===== src/rtl/alu_operand_select.sv =====
// Execute-stage operand/function selector for the Y86-64 SEQ core: registers the ALU operands, function and cc-enable.
// Optional macro ALU_OPSEL_IADDQ_EN makes icode C (iaddq) a legal instruction.
module alu_operand_select #(
   parameter int WORD_W  = 64,
   parameter int STK_INC = 8
) (
   input  logic              clk,
   input  logic              rst_n,
   input  logic              in_valid,
   input  logic [3:0]        icode,
   input  logic [3:0]        ifun,
   input  logic [WORD_W-1:0] valA,
   input  logic [WORD_W-1:0] valB,
   input  logic [WORD_W-1:0] valC,
   output logic              out_valid,
   output logic [WORD_W-1:0] aluA,
   output logic [WORD_W-1:0] aluB,
   output logic [1:0]        alufun,
   output logic              set_cc,
   output logic              op_err
);

   localparam logic signed [WORD_W-1:0] STK_POS = WORD_W'(STK_INC);
   localparam logic signed [WORD_W-1:0] STK_NEG = -STK_POS;

   logic [WORD_W-1:0] aluA_d, aluB_d, aluA_q, aluB_q;
   logic [1:0]        alufun_d, alufun_q;
   logic              set_cc_d, op_err_d, set_cc_q, op_err_q, out_valid_q;

   always_comb begin
      aluA_d   = '0;
      aluB_d   = '0;
      alufun_d = 2'd0;
      set_cc_d = 1'b0;
      op_err_d = 1'b0;
      case (icode)
         4'h0, 4'h1, 4'h7: ;
         4'h2: aluA_d = valA;
         4'h3: aluA_d = valC;
         4'h4, 4'h5: begin
            aluA_d = valC;
            aluB_d = valB;
         end
         4'h6: begin
            // Only ADD/SUB/AND/XOR exist; the upper ifun bits must be clear.
            if (ifun[3:2] != 2'b00) begin
               op_err_d = 1'b1;
            end else begin
               aluA_d   = valA;
               aluB_d   = valB;
               alufun_d = ifun[1:0];
               set_cc_d = 1'b1;
            end
         end
         4'h8, 4'hA: begin
            aluA_d = STK_NEG;
            aluB_d = valB;
         end
         4'h9, 4'hB: begin
            aluA_d = STK_POS;
            aluB_d = valB;
         end
`ifdef ALU_OPSEL_IADDQ_EN
         4'hC: begin
            aluA_d   = valC;
            aluB_d   = valB;
            set_cc_d = 1'b1;
         end
`endif
         default: op_err_d = 1'b1;
      endcase
   end

   always_ff @(posedge clk or negedge rst_n) begin
      if (!rst_n) begin
         out_valid_q <= 1'b0;
         aluA_q      <= '0;
         aluB_q      <= '0;
         alufun_q    <= 2'd0;
         set_cc_q    <= 1'b0;
         op_err_q    <= 1'b0;
      end else if (in_valid) begin
         out_valid_q <= 1'b1;
         aluA_q      <= aluA_d;
         aluB_q      <= aluB_d;
         alufun_q    <= alufun_d;
         set_cc_q    <= set_cc_d;
         op_err_q    <= op_err_d;
      end else begin
         // Idle cycle: flags drop, operands keep their last values.
         out_valid_q <= 1'b0;
         set_cc_q    <= 1'b0;
         op_err_q    <= 1'b0;
      end
   end

   assign out_valid = out_valid_q;
   assign aluA      = aluA_q;
   assign aluB      = aluB_q;
   assign alufun    = alufun_q;
   assign set_cc    = set_cc_q;
   assign op_err    = op_err_q;

endmodule


===== config.mk =====
export PLATFORM = sky130hd
export DESIGN_NAME = alu_operand_select
export DESIGN_NICKNAME = d
export VERILOG_FILES = /design/src/rtl/alu_operand_select.sv
export SDC_FILE = /design/constraint.sdc
export NUM_CORES = 1
export LEC_CHECK = 0
export ABC_AREA = 1
export ABC_CLOCK_PERIOD_IN_PS = 800
export CAP_MARGIN = 20
export CORE_MARGIN = 5
export CORE_UTILIZATION = 35
export DETAILED_ROUTE_END_ITERATION = 10
export PLACE_DENSITY = 0.72
export SYNTH_ARGS = -nofsm -noshare
export SYNTH_HDL_FRONTEND = slang
export SYNTH_SLANG_ARGS = --single-unit

===== constraint.sdc =====
create_clock -name clk -period 0.8 [get_ports clk]
set_clock_uncertainty 0.2 [all_clocks]
set_input_delay 0.2 -clock clk [delete_from_list [all_inputs] [get_ports clk]]
set_output_delay 0.2 -clock clk [all_outputs]
set_load 0.1 [all_outputs]

# Word level (Yosys, flattened, before mapping)
# Cells that the tools add are included.
[op_classes] n_addsub=0 mul=0 n_div=0 magnitude_cmp=0 n_eq_ne=11 shift=0 muxes=13 bitwise_logic=0 reduce_logical=7
[op_table] op="one-hot mux 64 bit (5 select lines)" count=1
[op_table] op="two-way mux 64 bit" count=2
[op_table] op="one-hot mux 64 bit (2 select lines)" count=1
[op_table] op="== test 4 x 3 -> 1 bit (second input constant)" count=4
[op_table] op="== test 4 bit (second input constant)" count=4
[op_table] op="OR reduction 11 bit" count=1
[op_table] op="== test 4 x 2 -> 1 bit (second input constant)" count=2
[op_table] op="two-way mux 1 bit" count=6
[op_table] op="OR reduction 6 bit" count=1
[op_table] op="== test 4 x 1 -> 1 bit (second input constant)" count=1
[op_table] op="logical NOT 4 bit" count=1
[op_table] op="two-way mux 2 bit" count=2
[op_table] op="OR reduction 2 bit" count=2
[op_table] op="OR reduction 3 bit" count=1
[op_table] op="one-hot mux 1 bit (2 select lines)" count=1
[op_table] op="nonzero test 2 bit" count=1
[totals] reg_bits=133 latchBits=0 ramBits=0 rom_bits=0 input_bits=203 output_inout_bits=133 word_cells=37 mem_count=0

# Logic depth before layout (Yosys ltp)
# Gate-level depths: netlist of run 1.
[logic_depth] ltp_word=4 depth_mapped=9 ltp_nobuf=9

# Worst setup path before layout of run 1
# No wires, ideal clock.
[synth_path] path_type="reg2reg" start="register aluA[0] (netlist name)" end="register aluA_q[0], in the netlist aluA[0]" setup_ns=0.068 arrival_time_ns=1.088 required_ns=0.532 setup_slack_ns=-0.556 stages_incl_launch_ff=3 path_buffers=0 period_less_slack_ns=1.356 cell_sequence="dfrtp_1 -> nand2_1 -> nand2_1"
[synth_lines] element="end signal, assigned" line_no="84" source="aluA_q <= aluA_d;"
[synth_lines] element="end, declared" line_no="26" source="logic [WORD_W-1:0] aluA_d, aluB_d, aluA_q, aluB_q;"

# Worst setup path after layout of run 1
[layout_path] start="register aluA_q[26], in the netlist aluA[26]" end="output aluA[26]"
[layout_lines] element="end, declared" line_no="16" source="output logic [WORD_W-1:0] aluA,"
# No word-level cell between the ends.

==> results by group, run 1 <==
Final layout
  – Finished Layout Cells: 1452
  – Number of fill cells: 659
  – Layout cells sized above 1: 0.598
  – FF+latch area: 3830 µm²
  – Area growth from synthesis to layout: 153%
  – Multi-input logic area: 4330 µm²
  – Nets: 1416

Clock network
  – Clock root cell: clkbuf_16
  – Clk_lat worst skew: 0.41 ns
  – TritonCTS Sinks: 133
  – H-Tree Depth: 4
  – Clock slew at reported path FFs: 0.06 ns
  – CTS Buf Count: 17
  – Clk buf depth: 2
  – CTS tree: yes

STA
  – Setup violations, final: 265
  – Fin. max-slew vios: 0
  – Worst-margin pin slew: 0.309 ns
  – Crit share post-route: 1.88
  – RSZ-0062 raised after global routing: yes
  – Setup WS post-layout: -0.705 ns
  – Fmax: 0.664 GHz
  – Final Hold Viols: 135
  – Tmin final: 1.51 ns
  – WHS: -0.590 ns
  – Max-slew headroom: 0.794

Synth
  – Yosys cell types: 15
  – Share of the synthesized area in the top cell type: 0.538
  – Syn_area_per_cell: 7.72 µm²
  – Largest cells by area after synthesis: dfrtp_1 (54%), nand2_1 (24%), nand3_1 (15%)
  – Synthesized cell area: 6190 µm²
  – Seq/Total Area, Yosys: 0.538
  – Total nets after synthesis: 1005
  – Largest area contributor in the netlist: dfrtp_1
  – Mapped Cells: 802
  – Flops & latches, synth: 133
  – Synth warn: 0

Global route
  – First-pass GRT wire length: 48.7 mm
  – Gr usage total: 0.315
  – Initial antenna violation count: 2
  – Vias in the first global route: 8324
  – Remaining Overflow, GRT: 0
  – Pin count of the biggest net entering global routing: 42

Placed design
  – Port bufs: 335
  – Gpl congestion: 0.844
  – Pre-CTS setup slack: -1.21 ns
  – Final HPWL DP: 18.2 mm
  – Placed cell count: 1343

Critical path
  – Crit path max-delay family: flip-flops
  – Critical Path Start Type: flop
  – Buffers & Inverters on Critical Path: 1
  – Worst-path maximum fanout: 2
  – Critical Path RT: 0.40 ns
  – Critical Path, Cell by Cell: buf_12
  – Worst Reg2Reg Path Length in Cells: 3
  – CP max-delay cell: dfrtp_4
  – Crit Path Category: flop to output pin
  – CP arrival: 1.11 ns
  – Worst r2r src: aluA[2]
  – RR Endpoint: aluA[2]
  – Worst stage delay on the critical path: 0.51 ns
  – FF-to-FF setup slack: -0.32 ns
  – Worst Setup End Kind: output pin
  – Crit. path cell count: 1

Drt
  – Vias: 8133
  – Via/cell ratio: 5.60
  – DRC viols: 0
  – WL per Instance: 25.5 µm
  – Final wirelength: 37.1 mm
  – Post-route ant nets: 0
  – Router iterations before antenna repair: 7
  – Initial drt markers: 558

Min path
  – Hold Crit Class: input port to async pin

Job
  – Maxcap violations: 0

Power
  – Pwr per Cell Area: 1840 nW/µm²
  – P_leak: 7.21 nW
  – Peak VDD IR: 0.00168 V

Floorplan
  – I/O Pins: 336
  – Rows: 48
  – CORE AREA: 17300 µm²
  – Die height: 143 µm
  – DIE AREA: 20400 µm²
  – Die width: 143 µm
  – Initial Util: 0.358

Outcome
  – Failing checks: hold timing, setup timing
  – Outcome: finished, violations left
-- synth_stat cells --
cell,number
nand2_1,401
nand3_1,191
dfrtp_1,133
clkbuf_1,24
buf_2,19
buf_4,7
inv_1,7
buf_6,6
nor2_1,5
buf_1,3
nand2_2,2
clkinv_1,1
nand3b_1,1
nor4_1,1
o21ai_2,1
-- sequential cells by signal, indices dropped and copies added (netlist names) --
signal	cells
out_valid	1
op_err	1
aluB	64
alufun	2
aluA	64
set_cc	1
-- layer usage --
metal	vias to the layer above	part of all wire	routed length, µm	GRT usage
met3	194	0.088	3240	0.0951
met1	3986	0.33	12300	0.342
met5	-	0.00019	7	0
met4	2	0.075	2790	0.173
met2	545	0.51	18800	0.549
li1	3406	-	-	-
-- cell usage in the layout (no fill, tap or decap), types with 3 or more instances in the layout --
master           synthesis  layout
nand2_8                  0       4
nor2_4                   0       3
bufinv_16                0       4
nand2_4                  0      59
clkdlybuf4s50_1          0     194
nand3_4                  0      29
buf_4                    7      35
buf_6                    6      20
inv_4                    0       3
inv_6                    0       4
nand3_2                  0     148
nand3_1                191      14
buf_16                   0      21
nand2_1                401     278
clkbuf_16                0      17
buf_8                    0       8
nand2_2                  2      63
dfrtp_4                  0     133
clkinvlp_4               0       4
buf_12                   0     171
-- worst max path at each step --
stage	from	end	slack, ns
after floorplan	icode[1]	aluB[10]	-0.40
after global placement	icode[0]	aluA[31]	-1.14
after detailed placement	icode[0]	aluA[61]	-1.21
after CTS	aluA[26]	aluA[26]	-0.71
after global routing	aluB[12]	aluB[12]	-0.72
final	aluA[26]	aluA[26]	-0.71
-- kinds of logic (layout without fill, tap and decap cells) --
logic type,count (synthesis),in the layout,synth area share
and+or+nand+nor,601,602,0.405
DFF,133,133,0.538
other,0,1,0
AOI/OAI and AO/OA,1,1,0.00142
buffers and inverters,67,490,0.0560
-- power by group --
part           total (mW)  switching (mW)  internal (mW)  leakage (nW)
combinational        11.9            7.18           4.74          5.37
clock                8.60            3.32           5.29         0.293
sequential           8.39           0.709           7.68          1.54
total                28.9            11.2           17.7          7.21
-- repair_timing --
| item | 4_1_cts | 5_1_grt |
|---|---|---|
| gates cloned | 28 | 0 |
| setup buffers | 40 | 25 |
| endpoints found under the setup margin | 265 | 265 |
| pin swaps | 122 | 127 |
| hold endpoints to repair | 135 | 135 |
| resized for setup | 296 | 154 |
-- layout make-up --
| cell class | count | share of cell area |
|---|---|---|
| diodes | 1 | 0.000160 |
| well taps | 225 | 0.0180 |
| inverters | 8 | 0.00351 |
| multi-input cells | 603 | 0.276 |
| repair buffers | 450 | 0.418 |
| clock inverters | 13 | 0.0125 |
| flip-flops and latches | 133 | 0.244 |
| clock buffers | 19 | 0.0276 |
-- per-stage QoR --
stage,cell area [µm²],TNS [ns],util,power [mW]
floorplan,7190,-74.85,-,13.8
CTS,15100,-130.91,0.874,28.2
finish,15700,-139.60,0.907,28.9
global route,15700,-146.16,0.907,29.6
global placement,12300,-178.12,0.710,18.3
detailed placement,12300,-183.02,0.710,18.4
No activity file was read; power rests on OpenSTA's default activity.
==> inputs of run 2 (changes only) <==
--- a/config.mk
+++ b/config.mk
@@ -11,6 +11,7 @@
 export CORE_MARGIN = 5
 export CORE_UTILIZATION = 35
 export DETAILED_ROUTE_END_ITERATION = 10
+export GPL_TIMING_DRIVEN = 0
 export PLACE_DENSITY = 0.72
 export SYNTH_ARGS = -nofsm -noshare
 export SYNTH_HDL_FRONTEND = slang
==> run 2 against run 1 <==
  * Sequential cell count is the same
  * Register-to-register slack is essentially flat
  * Total power shrank 5.7%
  * Fmax shrank 0.99%
  * Via count shrank 5.3%
  * Final area shrank 4.7%
  * Critical path depth is the same
  * Largest power group unchanged
  * Non-clock buffer count grew 15
  * Largest cell class unchanged
  * The flow still finishes with violations (hold timing, setup timing)
==> results by group, run 2 (same netlist as run 1, synthesis figures left out) <==
Power
  – Pwr per Cell Area: 1820 nW/µm² (was 1840 nW/µm²)
  – P_leak: 6.70 nW (was 7.21 nW)
  – Final Power: 27.3 mW (was 28.9 mW)
  – Peak VDD IR: 0.00167 V (was 0.00168 V)

Placed design
  – Gpl congestion: 0.867 (was 0.844)
  – Pre-CTS setup slack: -1.56 ns (was -1.21 ns)
  – Port bufs: 335 (unchanged)
  – Placed cell count: 1363 (was 1343)
  – Final HPWL DP: 18.3 mm (was 18.2 mm)

Global route
  – Initial antenna violation count: 2 (unchanged)
  – First-pass GRT wire length: 44.8 mm (was 48.7 mm)
  – Gr usage total: 0.285 (was 0.315)
  – Vias in the first global route: 8099 (was 8324)
  – Remaining Overflow, GRT: 0 (unchanged)
  – Pin count of the biggest net entering global routing: 88 (was 42)

Drt
  – Vias: 7705 (was 8133)
  – Final wirelength: 32.4 mm (was 37.1 mm)
  – Post-route ant nets: 0 (unchanged)
  – WL per Instance: 22.0 µm (was 25.5 µm)
  – Router iterations before antenna repair: 5 (was 7)
  – Via/cell ratio: 5.24 (was 5.60)
  – Initial drt markers: 399 (was 558)
  – DRC viols: 0 (unchanged)

Critical path
  – CP arrival: 1.12 ns (was 1.11 ns)
  – Worst-path maximum fanout: 2 (unchanged)
  – Critical Path RT: 0.40 ns (about the same)
  – FF-to-FF setup slack: -0.33 ns (was -0.32 ns)
  – Critical Path Start Type: flop (unchanged)
  – Critical Path, Cell by Cell: buf_12 (unchanged)
  – RR Endpoint: aluB[45] (was aluA[2])
  – Crit path max-delay family: flip-flops (unchanged)
  – Worst stage delay on the critical path: 0.51 ns (about the same)
  – Crit Path Category: flop to output pin (unchanged)
  – Worst Reg2Reg Path Length in Cells: 4 (was 3)
  – Buffers & Inverters on Critical Path: 1 (unchanged)
  – Worst Setup End Kind: output pin (unchanged)
  – Worst r2r src: aluB[45] (was aluA[2])
  – Crit. path cell count: 1 (unchanged)
  – CP max-delay cell: dfrtp_4 (unchanged)

Floorplan
  – CORE AREA: 17300 µm² (unchanged)
  – Die width: 143 µm (unchanged)
  – Initial Util: 0.358 (unchanged)
  – I/O Pins: 336 (unchanged)
  – Rows: 48 (unchanged)
  – DIE AREA: 20400 µm² (unchanged)
  – Die height: 143 µm (unchanged)

STA
  – Fin. max-slew vios: 0 (unchanged)
  – RSZ-0062 raised after global routing: yes (unchanged)
  – Fmax: 0.658 GHz (was 0.664 GHz)
  – Setup violations, final: 263 (was 265)
  – WHS: -0.490 ns (was -0.590 ns)
  – Crit share post-route: 1.90 (was 1.88)
  – Tmin final: 1.52 ns (was 1.51 ns)
  – Final Hold Viols: 94 (was 135)
  – Setup WS post-layout: -0.720 ns (was -0.705 ns)
  – Worst-margin pin slew: 0.632 ns (was 0.309 ns)
  – Setup TNS: -129.54 ns (was -139.60 ns)
  – Max-slew headroom: 0.579 (was 0.794)

Clock network
  – Clk_lat worst skew: 0.43 ns (was 0.41 ns)
  – CTS Buf Count: 17 (unchanged)
  – CTS tree: yes (unchanged)
  – Clock slew at reported path FFs: 0.06 ns (about the same)
  – H-Tree Depth: 4 (unchanged)
  – CTS Hold Bufs: 1
  – Clk buf depth: 2 (unchanged)
  – TritonCTS Sinks: 133 (unchanged)
  – Clock root cell: clkbuf_16 (unchanged)

Outcome
  – Failing checks: hold timing, setup timing (unchanged)
  – Outcome: finished, violations left (unchanged)

Final layout
  – Most common cell after layout, fill and taps aside: nand2_1 (unchanged)
  – Layout cells sized above 1: 0.565 (was 0.598)
  – Nets: 1433 (was 1416)
  – Number of fill cells: 823 (was 659)
  – FF+latch area: 3830 µm² (unchanged)
  – Multi-input logic area: 3950 µm² (was 4330 µm²)
  – Commonest non-fill, non-tap cells in the layout: nand2_1 (325), clkdlybuf4s50_1 (194), buf_12 (157), nand3_2 (155), dfrtp_4 (133) (was nand2_1 (278), clkdlybuf4s50_1 (194), buf_12 (171), nand3_2 (148), dfrtp_4 (133))
  – Finished Layout Cells: 1470 (was 1452)
  – Area growth from synthesis to layout: 142% (was 153%)

Job
  – Maxcap violations: 0 (unchanged)

Min path
  – Hold Crit Class: input port to async pin (unchanged)
==> run 2: changes by cell type in the layout (fill, tap and decap cells not counted), moves of 7 or more <==
cell      delta
buf_6       +23
buf_4       -16
buf_12      -14
nand2_4     -52
nand3_2      +7
clkbuf_4    +14
buf_16      -17
clkbuf_2     +8
nand2_1     +47
==> run 2: layout make-up <==
cell class	count	share of cell area
Multi-Input combinational cell	605	0.264
Antenna cell	2	0.000335
Clock inverter	14	0.00862
Clock buffer	18	0.0287
Timing Repair Buffer	411	0.385
Tap cell	225	0.0188
Buffer	54	0.0348
Sequential cell	133	0.256
Inverter	8	0.00335
==> run 2: worst max-delay path by stage <==
stage	startpoint	endpoint
after floorplan	icode[1]	aluB[10]
after global placement	rst_n	aluB[51]
after detailed placement	in_valid	aluA[53]
after CTS	aluA[0]	aluA[0]
after global routing	aluB[13]	aluB[13]
final	aluA[26]	aluA[26]
==> run 2: metrics by stage <==
stage / cell area, µm² / utilization
after CTS: 14400 / 0.832
final: 15000 / 0.864
after detailed placement: 10800 / 0.627
after floorplan: 7190 / -
after global placement: 10800 / 0.626
after global routing: 14900 / 0.864
==> run 2: per-layer routing <==
layer,global-route usage,wire (µm)
met5,0,18
met4,0.141,1710
met3,0.0797,2480
met2,0.511,17100
met1,0.308,11000
==> run 2: report_power, final <==
group	internal, mW	switching [mW]
clock network	4.30	3.30
registers	7.68	0.703
logic	4.49	6.80
==> run 2: timing repair <==
action | in CTS | in global routing
pin swaps | 112 | 98
endpoints found under the setup margin | 265 | 352
endpoints found under the hold margin | 77 | 61
buffers inserted | 40 | 28
gates cloned | 23 | 1
resized for setup | 1443 | 167
==> inputs of run 3 (changes only) <==
--- a/config.mk
+++ b/config.mk
@@ -16,3 +16,4 @@
 export SYNTH_ARGS = -nofsm -noshare
 export SYNTH_HDL_FRONTEND = slang
 export SYNTH_SLANG_ARGS = --single-unit
+export TNS_END_PERCENT = 30
==> run 3 against run 2 <==
  * The flow still finishes with violations (hold timing, setup timing)
  * Die area unchanged
  * Fmax increased by 1.9%
  * Wire length decreased by 21%
  * Sequential cell count unchanged
  * Final area decreased by 18%
  * Register-to-register slack improved by 0.11 ns
  * Combinational power decreased by 13%
  * Hold slack got worse by 0.040 ns
  * Clock-buffer cell count unchanged
  * Critical path type unchanged
==> results by group, run 3 (same netlist as run 1, synthesis figures left out) <==
Critical path
  – Critical Path, Cell by Cell: buf_12 (unchanged)
  – Buffers & Inverters on Critical Path: 1 (unchanged)
  – CP max-delay cell: dfrtp_4 (unchanged)
  – FF-to-FF setup slack: -0.22 ns (was -0.33 ns)
  – Critical Path RT: 0.40 ns (about the same)
  – Worst stage delay on the critical path: 0.50 ns (was 0.51 ns)
  – Critical Path Start Type: flop (unchanged)
  – Worst-path maximum fanout: 2 (unchanged)
  – Worst Setup End Kind: output pin (unchanged)
  – CP arrival: 1.09 ns (was 1.12 ns)
  – Crit path max-delay family: flip-flops (unchanged)
  – Crit Path Category: flop to output pin (unchanged)

Power
  – Sequential Power Share: 0.316 (was 0.307)
  – P_leak: 5.91 nW (was 6.70 nW)
  – Peak VDD IR: 0.00156 V (was 0.00167 V)
  – Sw frac: 0.390 (was 0.396)
  – Comb power frac: 0.385 (was 0.414)
  – Final Power: 25.4 mW (was 27.3 mW)
  – P_int: 15.5 mW (was 16.5 mW)
  – Pwr per Cell Area: 2070 nW/µm² (was 1820 nW/µm²)
  – Clock power frac: 0.298 (was 0.279)
  – Switch Pwr: 9.91 mW (was 10.8 mW)

Outcome
  – Failing checks: hold timing, setup timing (unchanged)
  – Outcome: finished, violations left (unchanged)

STA
  – Tmin final: 1.49 ns (was 1.52 ns)
  – Setup violations, final: 264 (was 263)
  – Max-slew headroom: 0.598 (was 0.579)
  – WHS: -0.531 ns (was -0.490 ns)
  – Setup WS post-layout: -0.692 ns (was -0.720 ns)
  – Crit share post-route: 1.87 (was 1.90)
  – Fmax: 0.670 GHz (was 0.658 GHz)
  – Worst-margin pin slew: 0.602 ns (was 0.632 ns)
  – RSZ-0062 raised after global routing: yes (unchanged)
  – Final Hold Viols: 135 (was 94)
  – Fin. max-slew vios: 0 (unchanged)

Floorplan
  – Rows: 48 (unchanged)
  – Initial Util: 0.358 (unchanged)
  – DIE AREA: 20400 µm² (unchanged)
  – CORE AREA: 17300 µm² (unchanged)
  – Die width: 143 µm (unchanged)
  – I/O Pins: 336 (unchanged)
  – Die height: 143 µm (unchanged)

Global route
  – First-pass GRT wire length: 38.0 mm (was 44.8 mm)
  – Remaining Overflow, GRT: 0 (unchanged)
  – Vias in the first global route: 7060 (was 8099)
  – Pin count of the biggest net entering global routing: 69 (was 88)
  – Initial antenna violation count: 0 (was 2)
  – Gr usage total: 0.239 (was 0.285)

Drt
  – WL per Instance: 17.9 µm (was 22.0 µm)
  – DRC viols: 0 (unchanged)
  – Vias: 6914 (was 7705)
  – Final wirelength: 25.5 mm (was 32.4 mm)
  – Post-route ant nets: 0 (unchanged)
  – Router iterations before antenna repair: 5 (unchanged)
  – Via/cell ratio: 4.86 (was 5.24)
  – Initial drt markers: 339 (was 399)

Clock network
  – Clk buf depth: 2 (unchanged)
  – Clk_lat worst skew: 0.41 ns (was 0.43 ns)
  – CTS Buf Count: 17 (unchanged)
  – Clock slew at reported path FFs: 0.06 ns (about the same)
  – H-Tree Depth: 4 (unchanged)
  – TritonCTS Sinks: 133 (unchanged)
  – CTS tree: yes (unchanged)
  – Clock root cell: clkbuf_16 (unchanged)

Final layout
  – N_diodes: 0 (was 2)
  – Layout cells sized above 1: 0.303 (was 0.565)
  – Area growth from synthesis to layout: 98.1% (was 142%)
  – Commonest non-fill, non-tap cells in the layout: nand2_1 (400), clkdlybuf4s50_1 (194), nand3_1 (175), buf_12 (124), dfrtp_2 (73) (was nand2_1 (325), clkdlybuf4s50_1 (194), buf_12 (157), nand3_2 (155), dfrtp_4 (133))
  – Nets: 1388 (was 1433)
  – Most common cell after layout, fill and taps aside: nand2_1 (unchanged)

Placed design
  – Final HPWL DP: 17.8 mm (was 18.3 mm)
  – Pre-CTS setup slack: -1.51 ns (was -1.56 ns)
  – Gpl congestion: 0.817 (was 0.867)
  – Port bufs: 335 (unchanged)

Min path
  – Hold Crit Class: input port to async pin (unchanged)

Job
  – Maxcap violations: 0 (unchanged)
## run 3: cell types whose count changed in the layout (fill, tap and decap cells not counted), moves of 24 or more
cell,change
nand3_2,-139
nand2_2,-67
nand3_1,+163
dfrtp_1,+54
nand3_4,-24
dfrtp_2,+73
nand2_1,+75
buf_12,-33
dfrtp_4,-127
## run 3: per-layer routing
layer  share of wire  global-route usage  vias to the layer above
met5               0                   0                        -
met2            0.53               0.422                      250
met4           0.029              0.0880                        0
met1            0.37               0.278                     3276
li1                -                   -                     3345
met3           0.068              0.0653                       43
## run 3: area by class of cell
type                            instances  area, µm²
Multi-Input combinational cell        603       2640
Timing Repair Buffer                  363       4820
Inverter                                8       38.8
Tap cell                              225        282
Sequential cell                       133       3440
Clock buffer                           18        439
Buffer                                 59        474
Fill cell                            1305       5030
Clock inverter                         14        126
## run 3: through the flow
step	hold WS [ns]	utilization	cell area, µm²	setup TNS [ns]	cells
final	-0.531	0.709	12300	-123.07	1423
after global routing	-0.505	0.709	12300	-138.57	1423
after CTS	-0.377	0.686	11900	-130.65	1409
after detailed placement	0.0645	0.586	10100	-369.85	1363
after global placement	0.260	0.584	10100	-1193.23	1362
after floorplan	-0.296	-	6470	-102.49	802
## run 3: timing repair
item                                    in CTS  in global routing
gates cloned                                 1                  0
setup buffers                               13                 14
resized for setup                         1169                 90
endpoints found under the setup margin     325                331
pin swaps                                    4                  3
hold endpoints to repair                    68                135
## run 3: path summary, 6_finish.rpt
kind / from / cells after the start / end
max in group asynchronous: rst_n / 2 / aluB[0]
hold / removal: rst_n / 1 / aluA[52]
min in group clk: in_valid / 1 / out_valid
setup / recovery: aluA[35] / 1 / aluA[35]
hold reg to reg: aluB[13] / 2 / aluB[13]
setup reg to reg: aluB[10] / 3 / aluB[10]
## run 3: power groups by stage
stage	Sequential (mW)	Combinational, mW	Clock [mW]
floorplan	12.0	1.21	0
global placement	7.80	8.31	0
detailed placement	7.80	8.37	0
CTS	7.96	9.41	7.66
global route	8.10	10.2	8.03
finish	8.03	9.79	7.58
